File: src/rtl/font_scroll_pkg.sv
// Shared encodings for the font ROM scan sequencer.
package font_scroll_pkg;

  typedef enum logic [1:0] {
    MODE_LOOP     = 2'd0,
    MODE_ONESHOT  = 2'd1,
    MODE_PINGPONG = 2'd2,
    MODE_REVLOOP  = 2'd3
  } mode_t;

  typedef enum logic [1:0] {
    ST_IDLE  = 2'd0,
    ST_RUN   = 2'd1,
    ST_PAUSE = 2'd2,
    ST_DONE  = 2'd3
  } state_t;

  typedef enum logic {
    DIR_UP   = 1'b0,
    DIR_DOWN = 1'b1
  } dir_t;

endpackage

File: src/rtl/scroll_step_div.sv
// Tick prescaler: emits one step pulse every speed+1 enabled ticks.
module scroll_step_div #(
  parameter int SW = 3
) (
  input  logic          clk,
  input  logic          reset,
  input  logic          clr,
  input  logic          en,
  input  logic          tick,
  input  logic [SW-1:0] speed,
  output logic          step
);

  logic [SW-1:0] div;

  assign step = en && tick && (div == speed);

  // clr has priority so a start in the same clk discards the tick.
  always_ff @(posedge clk or posedge reset) begin
    if (reset) begin
      div <= '0;
    end else if (clr) begin
      div <= '0;
    end else if (en && tick) begin
      div <= step ? '0 : div + 1'b1;
    end
  end

endmodule

File: src/rtl/font_scroll_ctrl.sv
// Steps the font ROM address through a programmable window at a tick-derived
// rate, in one of four scan modes, and registers the ROM data onto the LEDs.
module font_scroll_ctrl
  import font_scroll_pkg::*;
#(
  parameter int AW = 5,
  parameter int DW = 10,
  parameter int SW = 3
) (
  input  logic          clk,
  input  logic          reset,
  input  logic          tick,
  input  logic          start,
  input  logic          pause,
  input  logic [1:0]    mode,
  input  logic [AW-1:0] first_adr,
  input  logic [AW-1:0] last_adr,
  input  logic [SW-1:0] speed,
  output logic [AW-1:0] rom_adr,
  input  logic [DW-1:0] rom_dat,
  output logic [DW-1:0] led,
  output logic          busy,
  output logic          done
);

  typedef struct packed {
    logic [AW-1:0] adr;
    dir_t          dir;
    logic          fin;
  } step_t;

  // Window bounds are sampled here, so config changes land on the next step.
  function automatic step_t next_step(input mode_t m, input dir_t d,
                                      input logic [AW-1:0] a,
                                      input logic [AW-1:0] f,
                                      input logic [AW-1:0] l);
    step_t r;
    r.adr = a;
    r.dir = d;
    r.fin = 1'b0;
    if (a < f || a > l) begin
      r.adr = (m == MODE_REVLOOP) ? l : f;
      r.dir = (m == MODE_REVLOOP) ? DIR_DOWN : DIR_UP;
    end else begin
      case (m)
        MODE_LOOP: r.adr = (a == l) ? f : a + 1'b1;
        MODE_ONESHOT: begin
          if (a == l) r.fin = 1'b1;
          else        r.adr = a + 1'b1;
        end
        MODE_PINGPONG: begin
          if (d == DIR_UP) begin
            if (a == l) begin
              r.dir = DIR_DOWN;
              if (f != l) r.adr = l - 1'b1;
            end else begin
              r.adr = a + 1'b1;
            end
          end else begin
            if (a == f) begin
              r.dir = DIR_UP;
              if (f != l) r.adr = f + 1'b1;
            end else begin
              r.adr = a - 1'b1;
            end
          end
        end
        default: r.adr = (a == f) ? l : a - 1'b1;
      endcase
    end
    return r;
  endfunction

  state_t state, state_n;
  dir_t   dir;
  step_t  nx;
  logic   start_ok, en, step, done_n;

  assign start_ok = start && (first_adr <= last_adr);
  assign en       = (state == ST_RUN) && !pause && !start_ok;
  assign busy     = (state == ST_RUN) || (state == ST_PAUSE);

  scroll_step_div #(.SW(SW)) u_div (
    .clk   (clk),
    .reset (reset),
    .clr   (start_ok),
    .en    (en),
    .tick  (tick),
    .speed (speed),
    .step  (step)
  );

  always_comb begin
    nx      = next_step(mode_t'(mode), dir, rom_adr, first_adr, last_adr);
    state_n = state;
    done_n  = 1'b0;
    if (start_ok) begin
      state_n = ST_RUN;
    end else begin
      case (state)
        ST_RUN: begin
          if (pause) begin
            state_n = ST_PAUSE;
          end else if (step && nx.fin) begin
            state_n = ST_DONE;
            done_n  = 1'b1;
          end
        end
        ST_PAUSE: if (!pause) state_n = ST_RUN;
        default: state_n = state;
      endcase
    end
  end

  always_ff @(posedge clk or posedge reset) begin
    if (reset) begin
      state   <= ST_IDLE;
      rom_adr <= '0;
      dir     <= DIR_UP;
      led     <= '0;
      done    <= 1'b0;
    end else begin
      state <= state_n;
      done  <= done_n;
      led   <= (state != ST_IDLE) ? rom_dat : '0;
      if (start_ok) begin
        rom_adr <= (mode_t'(mode) == MODE_REVLOOP) ? last_adr : first_adr;
        dir     <= (mode_t'(mode) == MODE_REVLOOP) ? DIR_DOWN : DIR_UP;
      end else if (step) begin
        rom_adr <= nx.adr;
        dir     <= nx.dir;
      end
    end
  end

endmodule

File: config.mk
export PLATFORM = sky130hd
export DESIGN_NAME = font_scroll_ctrl
export DESIGN_NICKNAME = d
export VERILOG_FILES = /design/src/rtl/font_scroll_pkg.sv /design/src/rtl/scroll_step_div.sv /design/src/rtl/font_scroll_ctrl.sv
export SDC_FILE = /design/constraint.sdc
export NUM_CORES = 1
export LEC_CHECK = 0
export CAP_MARGIN = 0
export CORE_ASPECT_RATIO = 0.5
export CORE_MARGIN = 2
export CORE_UTILIZATION = 40
export CTS_CLUSTER_SIZE = 16
export DETAILED_ROUTE_END_ITERATION = 16
export PLACE_DENSITY = 0.66
export RECOVER_POWER = 100
export SLEW_MARGIN = 25
export SYNTH_ARGS = -nofsm -noshare
export SYNTH_HDL_FRONTEND = slang
export SYNTH_SLANG_ARGS = --single-unit
File: constraint.sdc
create_clock -name clk -period 4.68 [get_ports clk]
set_clock_uncertainty 0.05 [all_clocks]
set_input_delay 1.404 -clock clk [delete_from_list [all_inputs] [get_ports clk]]
set_output_delay 1.404 -clock clk [all_outputs]
set_load 0.01 [all_outputs]
==> flow_summary.yaml, run 1 <==
status:
  status: "completed"
global_routing:
  grt_pass1_wl_um: 9180
  overflow: 0
  grt_pass1_vias: 1815
  grt_start_max_net_pins: 23
  grtUsageTotal: 0.203
  antenna_found_initial: 0
clocking:
  cts_hold_buf: 0
  cts.path.max_buffers: 2
  clock-root-buffer: "clkbuf_8"
  ctsResizeCount: 0
  cts_sinks: 22
  cts_setup_buffers: 0
  tritoncts: "yes"
  clock_latency_ps: 260
  htree_num_levels: 1
  cts-buffers-inserted: 3
  clk_pin_slew_ps: 80
power_and_ir_drop:
  p_leak_nw: 1.20
  ir_drop_mv: 0.270
  p_per_area_nw_per_um2: 464
  fin_total_pwr_mw: 1.25
layout:
  final_net_count: 341
  seq_area_um2: 551
  area_growth_pct: 28.8
  diodes: 0
  final.fill_count: 471
  stdcell_count: 357
  multi_input_area_um2: 1420
  drive_gt1_frac: 0.0836
sta:
  fin_crit_sh: 0.905
  setup_tns_ps: 0
  setup_violations: 0
  finalCriticalPeriod_ps: 4230
  max_freq_mhz: 236
  tightest_slew_ps: 806
  slew_headroom: 0.462
  rsz0062_at_grt: "no"
  hold_violations: 0
  drv_slew: 0
worst_setup_path:
  cp_slowest_cell: "dlygate4sd3_1"
  worstSetupStartpointType: "input pin"
  cp-startpoint: "last_adr[2]"
  arrival_ps: 4370
  cp-end-kind: "register"
  crit_type: "in2reg"
  slowest_delay_ps: 700
  r2r-start: "rom_adr[2]$_DFFE_PP0P_"
  worstPathRequired_ps: 4820
  crit_fanout: 11
  worstPathCellList: "dlygate4sd3_1 -> inv_1 -> ha_1 -> nand4_1 -> nor2_1 -> nor3_1 -> o21a_1 -> nor3_2 -> mux2_2 -> mux2i_1"
detailed_routing:
  via_per_inst: 5.43
  postRouteAntennaNets: 0
  wirelength_um: 5850
  drtIter0Drc: 80
  wl_per_cell_um: 16.4
  drcViolationCount: 0
  num_vias: 1940
  detailedRoute.firstPassIterationCount: 4
worst_hold_path:
  min_path_type: "reg2reg"
  min_from: "u_div.div[1]$_DFFE_PP0P_"
placement:
  placedCellCount: 353
  port_buffers: 46
  gp_congestion: 0.997
  dp_hpwl_um: 4670
yosys:
  synth-edff-count: 0
  synth_top_area_cell: "dfrtp_1"
  synth_cell_types: 54
  syn_area_um2: 2100
  avgSynthCellArea_um2: 8.77
  synthDominantCellAreaShare: 0.263
  synth_flop_cell: "dfrtp_1"
  synth_nets: 292
  ys_top_cells_by_area: "dfrtp_1 26%, ha_1 14%, mux2i_1 4.3%, nor2b_1 4.2%, xor2_1 3.8%"
  ys_seq_area_frac: 0.263
  ys_async_sr_fraction: 1.00
  yosysWarnings: 0
  ys_ff_latch: 22
  syn_inst: 239
floorplan:
  die_area_um2: 5870
  chipHeight_um: 55.2
  die_x_um: 106
  io-pin-count: 47
  core_um2: 4980
  start_util: 0.421
  rows: 18
job:
  max_cap_violations: 0
[through the flow]
stage               utilization  hold slack, ps  setup WS, ps  cell area (µm²)
finish                    0.542             531           446             2700
global placement          0.530             511           369             2640
floorplan                     -             480          1380             2100
detailed placement        0.530             524           372             2640
global route              0.542             578           309             2700
CTS                       0.544             541           635             2710
[final timing paths]
kind	endpoint	slack (ps)	cells after the start
max in group asynchronous	u_div.div[1]$_DFFE_PP0P_	2400	2
min in group asynchronous	led[3]$_DFF_PP0_	1680	2
hold / removal	u_div.div[1]$_DFFE_PP0P_	530	2
hold reg to reg	u_div.div[1]$_DFFE_PP0P_	530	2
setup reg to reg	rom_adr[4]$_DFFE_PP0P_	1840	9
setup / recovery	rom_adr[0]$_DFFE_PP0P_	450	10
[layout make-up]
| class | count | share of cell area |
|---|---|---|
| Multi-Input combinational cell | 191 | 0.526 |
| Clock inverter | 1 | 0.0111 |
| Timing Repair Buffer | 51 | 0.185 |
| Tap cell | 70 | 0.0325 |
| Inverter | 19 | 0.0264 |
| Sequential cell | 22 | 0.204 |
| Clock buffer | 3 | 0.0153 |
[state kept, by name, indices dropped and copies added, names as in the netlist]
signal     cells
state          2
led           10
u_div.div      3
done           1
dir            1
rom_adr        5
[cell usage in the layout, fill, tap and decap left out, types with 3 or more instances in the layout]
cell type | netlist | routed
nand2b_1 | 3 | 3
ha_1 | 23 | 23
clkbuf_8 | 0 | 3
nor3_1 | 8 | 9
a211oi_1 | 5 | 5
o21ai_1 | 4 | 4
a31oi_1 | 3 | 3
xor2_1 | 9 | 9
nor2_1 | 20 | 20
nor2b_1 | 14 | 14
mux2i_1 | 9 | 9
nand2_1 | 11 | 11
mux2_2 | 5 | 5
xnor2_1 | 5 | 5
dlygate4sd3_1 | 0 | 29
inv_1 | 18 | 18
buf_4 | 1 | 5
nand3_1 | 11 | 11
o311a_1 | 3 | 3
a21oi_1 | 9 | 9
nand3b_1 | 4 | 4
clkdlybuf4s50_1 | 0 | 17
dfrtp_1 | 22 | 22
o21ai_0 | 9 | 9
[report_power, final]
part	switching, mW	internal, mW
sequential	0.0914	0.249
clock	0.0615	0.114
combinational	0.378	0.358
[routing by layer]
layer  routed length (µm)  global-route usage  up-vias
met2                 2620               0.355       74
met3                  440              0.0269        2
met5                    0                   0        -
li1                     -                   -      957
met4                   16              0.0548        0
met1                 2780               0.273      907
[cells by family after synthesis]
group,after synthesis,share of synthesized area
AOI/OAI and AO/OA,52,0.177
xor gates and xnor gates,14,0.0585
adders and majority gates,23,0.137
buffers and inverters,26,0.0543
DFF,22,0.263
muxes,14,0.0699
and+or+nand+nor,88,0.240
[critical path, delay by kind of cell]
| family | cells | cell delay (ps) |
|---|---|---|
| and+or+nand+nor | 4 | 960 |
| muxes | 2 | 520 |
| buffers and inverters | 2 | 830 |
| adders and majority gates | 1 | 320 |
| AOI/OAI and AO/OA | 1 | 330 |
[Yosys cell counts, types with 4 or more instances]
cell type	instances
nand3_1	11
nor2_1	20
inv_1	18
ha_1	23
o21ai_1	4
nand2_1	11
xor2_1	9
nand3b_1	4
mux2i_1	9
a211oi_1	5
dfrtp_1	22
xnor2_1	5
buf_2	4
o21ai_0	9
nor2b_1	14
nor3_1	8
a21oi_1	9
mux2_2	5
Power figures use the tool's default switching activity.
==> run 2: changes to the inputs <==
--- a/config.mk
+++ b/config.mk
@@ -11,9 +11,10 @@
 export CORE_UTILIZATION = 40
 export CTS_CLUSTER_SIZE = 16
 export DETAILED_ROUTE_END_ITERATION = 16
+export MAX_ROUTING_LAYER = met4
 export PLACE_DENSITY = 0.66
 export RECOVER_POWER = 100
-export SLEW_MARGIN = 25
+export SLEW_MARGIN = 15
 export SYNTH_ARGS = -nofsm -noshare
 export SYNTH_HDL_FRONTEND = slang
 export SYNTH_SLANG_ARGS = --single-unit
==> flow_summary.yaml, run 2 (same netlist as run 1, synthesis figures left out) <==
floorplan:
  core_um2: 4980
  start_util: 0.421
  io-pin-count: 47
  rows: 18
  chipHeight_um: 55.2
  die_area_um2: 5870
  die_x_um: 106
global_routing:
  met1_usage: 0.298
  grt_pass1_vias: 1881
  overflow: 0
  met3_usage: 0.0234
  grt_start_max_net_pins: 23
  grtUsageTotal: 0.222
  grt_use_met2: 0.376
  grt_most_used_layer: "met2"
  grt_pass1_wl_um: 9680
  antenna_found_initial: 0
worst_setup_path:
  slowest_delay_ps: 630
  cp_slowest_cell: "dlygate4sd3_1"
  crit_family: "simple AND/OR/NAND/NOR gates"
  path_buf_inv: 2
  arrival_ps: 4330
  worstPathCellList: "dlygate4sd3_1 -> inv_1 -> ha_1 -> nand4_1 -> nor2_1 -> nor3_1 -> o21a_1 -> nor3_2 -> mux2_2 -> mux2i_1"
  crit_fanout: 11
  worstPathRequired_ps: 4800
  cp-end-kind: "register"
  crit_type: "in2reg"
  worstSetupStartpointType: "input pin"
layout:
  diodes: 0
  final_area_um2: 2670
  stdcell_count: 355
  reg_top3: "led x10, rom_adr x5, u_div.div x3"
  area_growth_pct: 27.3
  final_net_count: 339
  final_cell_mix: "29 x dlygate4sd3_1, 23 x ha_1, 22 x dfrtp_1"
  layout_commonest_cell: "dlygate4sd3_1"
  drive_gt1_frac: 0.0772
  regMostFlops: "led"
  fin_util: 0.536
  largest_reg_flops: 10
clocking:
  ctsResizeCount: 0
  cts_sinks: 22
  cts_hold_buf: 0
  clk_pin_slew_ps: 70
  cts_setup_buffers: 0
  clock_latency_ps: 250
  tritoncts: "yes"
  cts.path.max_buffers: 2
  clock-root-buffer: "clkbuf_8"
  cts-buffers-inserted: 3
  htree_num_levels: 1
sta:
  drv_slew: 0
  fin_crit_sh: 0.900
  slew_headroom: 0.473
  setup_tns_ps: 0
  finalCriticalPeriod_ps: 4210
  rsz0062_at_grt: "no"
  max_freq_mhz: 237
  hold_violations: 0
  tightest_slew_ps: 790
  setup_violations: 0
placement:
  placedInstanceArea_um2: 2620
  dp_hpwl_um: 4700
  placedCellCount: 351
  gp_congestion: 0.960
  port_buffers: 46
power_and_ir_drop:
  p_seq_frac: 0.285
  p_switching_mw: 0.529
  switching_share: 0.440
  pwr-share-clk: 0.108
  comb_power_share: 0.607
  ir_drop_mv: 0.265
  p_int_mw: 0.673
  p_leak_nw: 1.18
  p_per_area_nw_per_um2: 451
detailed_routing:
  num_vias: 1928
  drtIter0Drc: 54
  detailedRoute.firstPassIterationCount: 5
  wl_per_cell_um: 16.5
  via_per_inst: 5.43
  postRouteAntennaNets: 0
  drcViolationCount: 0
  wirelength_um: 5850
job:
  max_cap_violations: 0
status:
  status: "completed"
worst_hold_path:
  min_path_type: "reg2reg"
==> run 2: worst paths after layout <==
path                                          startpoint                       end  slack [ps]  cells after the start
worst max-delay path                         last_adr[2]    rom_adr[0]$_DFFE_PP0P_         470                     10
worst min-delay path            u_div.div[1]$_DFFE_PP0P_  u_div.div[1]$_DFFE_PP0P_         550                      2
worst max register to register    rom_adr[3]$_DFFE_PP0P_    rom_adr[0]$_DFFE_PP0P_        1890                      7
worst min register to register  u_div.div[1]$_DFFE_PP0P_  u_div.div[1]$_DFFE_PP0P_         550                      2
max in group asynchronous                          reset  u_div.div[0]$_DFFE_PP0P_        2410                      2
min in group asynchronous                          reset          led[4]$_DFF_PP0_        1680                      2
==> run 2: worst min-delay path, delay by kind of cell (launching register included) <==
family | cells | cell delay [ps]
AO/OA/AOI/OAI | 1 | 80
flip-flops | 1 | 400
AND/OR/NAND/NOR | 1 | 80
==> run 2: final cells by class <==
cell class	count	area, µm²
clock buffers	4	55.1
fillers	457	2310
inverters	19	71.3
multi-input cells	191	1420
flip-flops and latches	22	551
well taps	70	87.6
repair buffers	49	483
==> run 2: per-stage QoR <==
step,hold slack (ps),total power [mW],setup slack [ps]
after detailed placement,520,1.11,366
after CTS,538,1.24,643
after global routing,577,1.31,271
final,547,1.20,469
after global placement,510,1.09,426
after floorplan,480,0.827,1380
==> run 2: power groups by stage <==
stage | Sequential (mW) | Clock [mW] | Combinational, mW
after detailed placement | 0.348 | 0 | 0.758
after global routing | 0.350 | 0.145 | 0.813
after global placement | 0.347 | 0 | 0.746
after floorplan | 0.331 | 0 | 0.497
after CTS | 0.345 | 0.133 | 0.761
final | 0.343 | 0.129 | 0.730
==> run 2: metal layers <==
layer | wire [µm] | up-vias
li1 | - | 952
met1 | 2810 | 896
met4 | 31 | 0
met3 | 362 | 4
met2 | 2640 | 76
met5 | 0 | -
